`config.mk`:
```
export PLATFORM = sky130hd
export DESIGN_NAME = demux_12_flat
export DESIGN_NICKNAME = d
export VERILOG_FILES = /design/src/rtl/demux_12_pkg.sv /design/src/rtl/demux_12_if.sv /design/src/rtl/demux_12_slot.sv /design/src/rtl/demux_12.sv /design/src/flat_wrapper.sv
export SDC_FILE = /design/constraint.sdc
export NUM_CORES = 1
export LEC_CHECK = 0
export CORE_UTILIZATION = 44
export DETAILED_ROUTE_END_ITERATION = 12
export PLACE_DENSITY_LB_ADDON = 0.05
export SLEW_MARGIN = 0
export SYNTH_ARGS = -nofsm -noshare
export SYNTH_HDL_FRONTEND = slang
export SYNTH_HIERARCHICAL = 1
export SYNTH_SLANG_ARGS = --single-unit
```
`constraint.sdc`:
```
create_clock -name clk -period 1.7 [get_ports clk]
set_input_delay 0.425 -clock clk [delete_from_list [all_inputs] [get_ports clk]]
set_output_delay 0.425 -clock clk [all_outputs]
set_load 0.02 [all_outputs]
```
`src/rtl/demux_12_pkg.sv`:
```
// Shared defaults and slot identifiers for the registered 1:2 demultiplexer.
package demux_pkg;

    localparam int DEMUX_WIDTH = 4;   // default data word width
    localparam int DEMUX_CNT_W = 8;   // default per-slot delivery counter width
    localparam int NUM_SLOTS   = 2;

    localparam logic SLOT0 = 1'b0;
    localparam logic SLOT1 = 1'b1;

endpackage

```
`src/rtl/demux_12_if.sv`:
```
// Producer/consumer bus of the demultiplexer.
// The slave modport is the demux itself.
// The master modport is the environment, which drives words in and acks slots.
interface demux_12_if
    import demux_pkg::*;
#(
    parameter int WIDTH = DEMUX_WIDTH,
    parameter int CNT_W = DEMUX_CNT_W
);

    logic [WIDTH-1:0] demux_in;
    logic             sel;
    logic             in_valid;
    logic             in_ready;
    logic [WIDTH-1:0] demux_out0;
    logic [WIDTH-1:0] demux_out1;
    logic             out_valid0;
    logic             out_valid1;
    logic             out_ack0;
    logic             out_ack1;
    logic [CNT_W-1:0] cnt0;
    logic [CNT_W-1:0] cnt1;

    modport slave (
        input  demux_in, sel, in_valid, out_ack0, out_ack1,
        output in_ready, demux_out0, demux_out1, out_valid0, out_valid1, cnt0, cnt1
    );

    modport master (
        output demux_in, sel, in_valid, out_ack0, out_ack1,
        input  in_ready, demux_out0, demux_out1, out_valid0, out_valid1, cnt0, cnt1
    );

endinterface

```
`src/rtl/demux_12_slot.sv`:
```
// One holding slot: a data register, a valid flag and a wrapping delivery counter.
// A load always wins over an ack, so the slot can take one word per cycle.
module demux_slot
    import demux_pkg::*;
#(
    parameter int WIDTH = DEMUX_WIDTH,
    parameter int CNT_W = DEMUX_CNT_W
) (
    input  logic             clk,
    input  logic             rst_n,
    input  logic             load,
    input  logic             ack,
    input  logic [WIDTH-1:0] din,
    output logic [WIDTH-1:0] data,
    output logic             valid,
    output logic [CNT_W-1:0] cnt
);

    // Load captures the word and counts it.
    // An ack alone only drops valid; the data register keeps its last word.
    always_ff @(posedge clk) begin
        if (!rst_n) begin
            data  <= '0;
            valid <= 1'b0;
            cnt   <= '0;
        end else if (load) begin
            data  <= din;
            valid <= 1'b1;
            cnt   <= cnt + 1'b1;
        end else if (ack && valid) begin
            valid <= 1'b0;
        end
    end

endmodule

```
`src/rtl/demux_12.sv`:
```
// Registered 1:2 demultiplexer (inverse of mux_21).
// The word on demux_in is steered into the slot picked by sel.
// The top level only decodes sel into per-slot loads and muxes in_ready.
module demux_12
    import demux_pkg::*;
#(
    parameter int WIDTH = DEMUX_WIDTH,
    parameter int CNT_W = DEMUX_CNT_W
) (
    input  logic       clk,
    input  logic       rst_n,
    demux_12_if.slave  bus
);

    logic [NUM_SLOTS-1:0]            load;
    logic [NUM_SLOTS-1:0]            ack;
    logic [NUM_SLOTS-1:0]            valid;
    logic [NUM_SLOTS-1:0][WIDTH-1:0] data;
    logic [NUM_SLOTS-1:0][CNT_W-1:0] cnt;
    logic                            in_ready;

    assign ack = {bus.out_ack1, bus.out_ack0};

    // The selected slot can accept when it is empty or is being drained this cycle.
    // in_ready deliberately ignores in_valid.
    always_comb begin
        in_ready = 1'b0;
        if (bus.sel == SLOT1) in_ready = ~valid[1] | ack[1];
        else                  in_ready = ~valid[0] | ack[0];
    end

    genvar k;
    generate
        for (k = 0; k < NUM_SLOTS; k++) begin : g_slot
            assign load[k] = bus.in_valid & in_ready & (bus.sel == 1'(k));

            demux_slot #(.WIDTH(WIDTH), .CNT_W(CNT_W)) u_slot (
                .clk   (clk),
                .rst_n (rst_n),
                .load  (load[k]),
                .ack   (ack[k]),
                .din   (bus.demux_in),
                .data  (data[k]),
                .valid (valid[k]),
                .cnt   (cnt[k])
            );
        end
    endgenerate

    assign bus.in_ready   = in_ready;
    assign bus.demux_out0 = data[0];
    assign bus.demux_out1 = data[1];
    assign bus.out_valid0 = valid[0];
    assign bus.out_valid1 = valid[1];
    assign bus.cnt0       = cnt[0];
    assign bus.cnt1       = cnt[1];

endmodule

```
`src/flat_wrapper.sv`:
```
// flat-port wrapper written by rule: the top's interface ports become plain ports
module demux_12_flat import demux_pkg::*;
#(
    parameter int WIDTH = DEMUX_WIDTH,
    parameter int CNT_W = DEMUX_CNT_W
)
  (clk, rst_n, bus_demux_in, bus_sel, bus_in_valid, bus_out_ack0, bus_out_ack1, bus_in_ready, bus_demux_out0, bus_demux_out1, bus_out_valid0, bus_out_valid1, bus_cnt0, bus_cnt1);
  demux_12_if #(.WIDTH(WIDTH), .CNT_W(CNT_W)) bus_i ();
  input  logic clk;
  input  logic rst_n;
  input wire logic [$bits(bus_i.demux_in)-1:0] bus_demux_in;
  input wire logic [$bits(bus_i.sel)-1:0] bus_sel;
  input wire logic [$bits(bus_i.in_valid)-1:0] bus_in_valid;
  input wire logic [$bits(bus_i.out_ack0)-1:0] bus_out_ack0;
  input wire logic [$bits(bus_i.out_ack1)-1:0] bus_out_ack1;
  output wire logic [$bits(bus_i.in_ready)-1:0] bus_in_ready;
  output wire logic [$bits(bus_i.demux_out0)-1:0] bus_demux_out0;
  output wire logic [$bits(bus_i.demux_out1)-1:0] bus_demux_out1;
  output wire logic [$bits(bus_i.out_valid0)-1:0] bus_out_valid0;
  output wire logic [$bits(bus_i.out_valid1)-1:0] bus_out_valid1;
  output wire logic [$bits(bus_i.cnt0)-1:0] bus_cnt0;
  output wire logic [$bits(bus_i.cnt1)-1:0] bus_cnt1;
  assign bus_i.demux_in = bus_demux_in;
  assign bus_i.sel = bus_sel;
  assign bus_i.in_valid = bus_in_valid;
  assign bus_i.out_ack0 = bus_out_ack0;
  assign bus_i.out_ack1 = bus_out_ack1;
  assign bus_in_ready = bus_i.in_ready;
  assign bus_demux_out0 = bus_i.demux_out0;
  assign bus_demux_out1 = bus_i.demux_out1;
  assign bus_out_valid0 = bus_i.out_valid0;
  assign bus_out_valid1 = bus_i.out_valid1;
  assign bus_cnt0 = bus_i.cnt0;
  assign bus_cnt1 = bus_i.cnt1;
  demux_12 #(.WIDTH(WIDTH), .CNT_W(CNT_W)) u_core (.clk(clk), .rst_n(rst_n), .bus(bus_i));
endmodule
```
==> summary.md <==
| Metric | Value |
|---|---|
| Status | finished clean |
| Synth area leader | dfxtp_1 |
| DR WL/cell | 12.3 um |
| Main combinational cell family by area after synthesis | simple AND/OR/NAND/NOR gates |
| Clk_skew | 0.00700 ns |
| Syn-to-layout area delta | 42.0% |
| CP arrival | 1.83 ns |
| Endpoint type of the worst setup path | flip-flop |
| Total power | 1.22 mW |
| Synth Warn # | 6 |
| Hold_sp | u_core/g_slot[0].u_slot/cnt[7]$_SDFFE_PN0P_ |
| Clock buffer depth | 2 |
| Cell Count, Final, Fillers Out | 188 |
| Reg-to-reg endpoint | u_core/g_slot[0].u_slot/cnt[5]$_SDFFE_PN0P_ |
| Cts hold-fix bufs | 0 |
| Slew Viols, Final | 0 |
| Hold depth | 2 |
| Hold Slack | 0.494 ns |
| Total CTS buffers | 3 |
| Fin Setup TNS | 0 ns |
| Reg2Reg Launch Point | u_core/g_slot[0].u_slot/valid$_SDFFE_PN0P_ |
| Buffers on Ports | 36 |
| I/O pin cnt | 37 |
| Final wirelength | 2310 um |
| First-pass GRT wire length | 3680 um |
| Core ar. | 2320 um^2 |
| Synth area leaders | dfxtp_1 (46%), mux2i_1 (11%), nor2b_1 (7.2%) |
| Syn Inst Count | 113 |
| H-tree levels | 1 |
| CP Class | primary input to flip-flop |
| Die X-Extent | 52.5 um |
| Final cycle utilization of the critical path | 93.7% |
| Nets | 173 |
| Sequential-to-total area share from yosys stat | 46.3% |
| Unrepaired setup endpoints after global routing | true |
| CP startpoint kind | primary input |
| ANT cells | 0 |
| Synth Area in XOR/XNOR | 6.24% |
| Top cell type's share of synthesized area | 46.3% |
| Number of DRC markers in iteration 0 | 4 |
| Hold path endpoint | u_core/g_slot[0].u_slot/cnt[7]$_SDFFE_PN0P_ |
| Synth Register Bits | 26 |
| Layout cell share with drive strength beyond 1 | 10.6% |
| Initial Util | 48.5% |
| Synthesized area | 1120 um^2 |
| Grt ovf | 0 |
| Mux share of post-synthesis cell area | 10.7% |
| Post-layout util | 68.8% |
| CTS tree | done |
| Post-detailed-placement cell area | 1570 um^2 |
| Pre-CTS setup slack | -0.469 ns |
| Die Ht | 52.5 um |
| Pleak | 0.722 nW |
| Clock root cell | clkbuf_4 |
| R2R setup slack | 0.20 ns |
| Worst reg-to-reg path cell count | 5 |
| Worst IR Drop VDD | 0.614 mV |
| Final setup fails | 0 |
| Post-route cell area | 1600 um^2 |
| Mean area per synthesized cell | 9.94 um^2 |
| Post-synth cell types | 23 |
| Max Cap Viol | 0 |
| Clk sink count | 26 |
| Fin crit period | 1.59 ns |
| PD cells | 762 nW/um^2 |
| ANT nets after route | 0 |
| Post-Synth Adder-Cell Area | 2.23% |
| All-Layer GR Usage | 18.2% |
| Number of global-route vias before repair | 889 |
| Worst slew pin tran | 0.263 ns |
| Synth Area in Compound Gates | 6.79% |
| Worst relative slew slack | 82.3% |
| Vias | 948 |
| Worst skew pair latency | 0.32 ns |
| DRC Markers | 0 |
| Maximum clock frequency | 0.628 GHz |
| Initial antenna violation count | 0 |
| Worst setup margin | 0.107 ns |
| Post-DP HPWL | 1670 um |
| Placed Cells incl. Taps | 182 |
| Routability cong. | 0.725 |
| Die area | 2760 um^2 |
| Type of the worst min-delay path | flip-flop to flip-flop |
| Rows | 17 |
| Reg clk slew, reported paths | 0.15 ns |
| Pin count of the biggest net entering global routing | 29 |
| Required time worst endpoint | 1.94 ns |
| Max FO, Critical Path | 4 |
| Hold Fails Final Rpt | 0 |
| DR pass1 iterations | 4 |
| Via/cell ratio | 5.04 |
| Post-synthesis net count | 125 |
| Simple-gate area share of the yosys netlist | 24.1% |
## Yosys cell counts (all sizes together)
cell,count
nand4,4
nand3,4
o21a,2
o21ai,4
mux2i,12
xor2,2
dfxtp,26
clkbuf,2
and2,8
nor3,2
nand2,7
inv,3
buf,2
a21boi,4
or3,4
a31oi,1
ha,2
xnor2,6
nor3b,2
a21oi,1
nor2b,13
nand2b,2
## sequential cells by signal, indices dropped and copies added, names as in the netlist
name and cells:
u_core/g_slot.u_slot/cnt 16, u_core/g_slot.u_slot/data 8, u_core/g_slot.u_slot/valid 2
## routing by layer
layer | track usage [%] | share of wire [%]
met5 | 0 | 0
met3 | 2.61 | 4.7
met4 | 7.89 | 0.69
met2 | 32.9 | 48
met1 | 21.0 | 47
## cell families after synthesis
kind of cell	count (synthesis)
XOR/XNOR	8
adder cells (fa/ha/maj)	2
flip-flops	26
multiplexers	12
buffers and inverters	7
AO/OA/AOI/OAI	12
AND/OR/NAND/NOR	46
## cell usage in the layout, fill, tap and decap left out
cell type | synthesis | layout
nor3b_2 | 1 | 1
a21oi_1 | 1 | 1
inv_1 | 3 | 3
buf_12 | 0 | 1
buf_4 | 0 | 10
nand4_1 | 4 | 4
mux2i_1 | 12 | 12
dfxtp_1 | 26 | 26
nand2b_1 | 2 | 2
or3_1 | 4 | 4
nor3b_1 | 1 | 1
clkdlybuf4s50_1 | 0 | 6
o21ai_0 | 4 | 4
clkbuf_4 | 0 | 3
o21a_1 | 2 | 2
buf_2 | 0 | 1
bufinv_16 | 0 | 1
dlygate4sd2_1 | 0 | 29
a31oi_1 | 1 | 1
nand3_1 | 4 | 4
a21boi_1 | 4 | 4
ha_1 | 2 | 2
nor2b_1 | 13 | 13
xnor2_1 | 6 | 6
and2_1 | 8 | 8
nor3_1 | 2 | 2
nand2_1 | 7 | 7
xor2_1 | 2 | 2
## worst max-delay path by stage
stage | startpoint | endpoint | cells past startpoint
3_5_place_dp | bus_sel | bus_in_ready | 4
2_1_floorplan | u_core/g_slot[0].u_slot/valid$_SDFFE_PN0P_ | u_core/g_slot[0].u_slot/cnt[6]$_SDFFE_PN0P_ | 6
6_report | bus_in_valid | u_core/g_slot[1].u_slot/cnt[3]$_SDFFE_PN0P_ | 8
4_1_cts | bus_in_valid | u_core/g_slot[0].u_slot/cnt[5]$_SDFFE_PN0P_ | 5
3_3_place_gp | bus_out_ack1 | bus_in_ready | 4
5_1_grt | bus_in_valid | u_core/g_slot[0].u_slot/cnt[7]$_SDFFE_PN0P_ | 5
## worst max-delay path, cell delays in order
cell             delay [ns]
clkdlybuf4s50_1        0.47
nand2_1                0.06
a21oi_1                0.12
buf_4                  0.14
nand4_1                0.16
buf_4                  0.19
xnor2_1                0.11
and2_1                 0.15
## report_power, final
group | internal, mW | switching, mW | total, mW
combinational | 0.0778 | 0.0726 | 0.150
clock | 0.238 | 0.185 | 0.423
sequential | 0.628 | 0.0144 | 0.642
total | 0.944 | 0.272 | 1.22
## layout make-up
type,count,area (um^2)
clock inverters,1,30.0
fillers,217,723
inverters,3,11.3
multi-input cells,80,562
repair buffers,47,414
clock buffers,3,22.5
flip-flops and latches,26,520
well taps,28,35.0
## what timing repair did
action	in CTS	in global routing
setup endpoints to repair	32	1
setup buffers	2	0
gates resized for setup	34	0
pin swaps	4	0
Note: power is estimated with default switching activity, not from simulation.
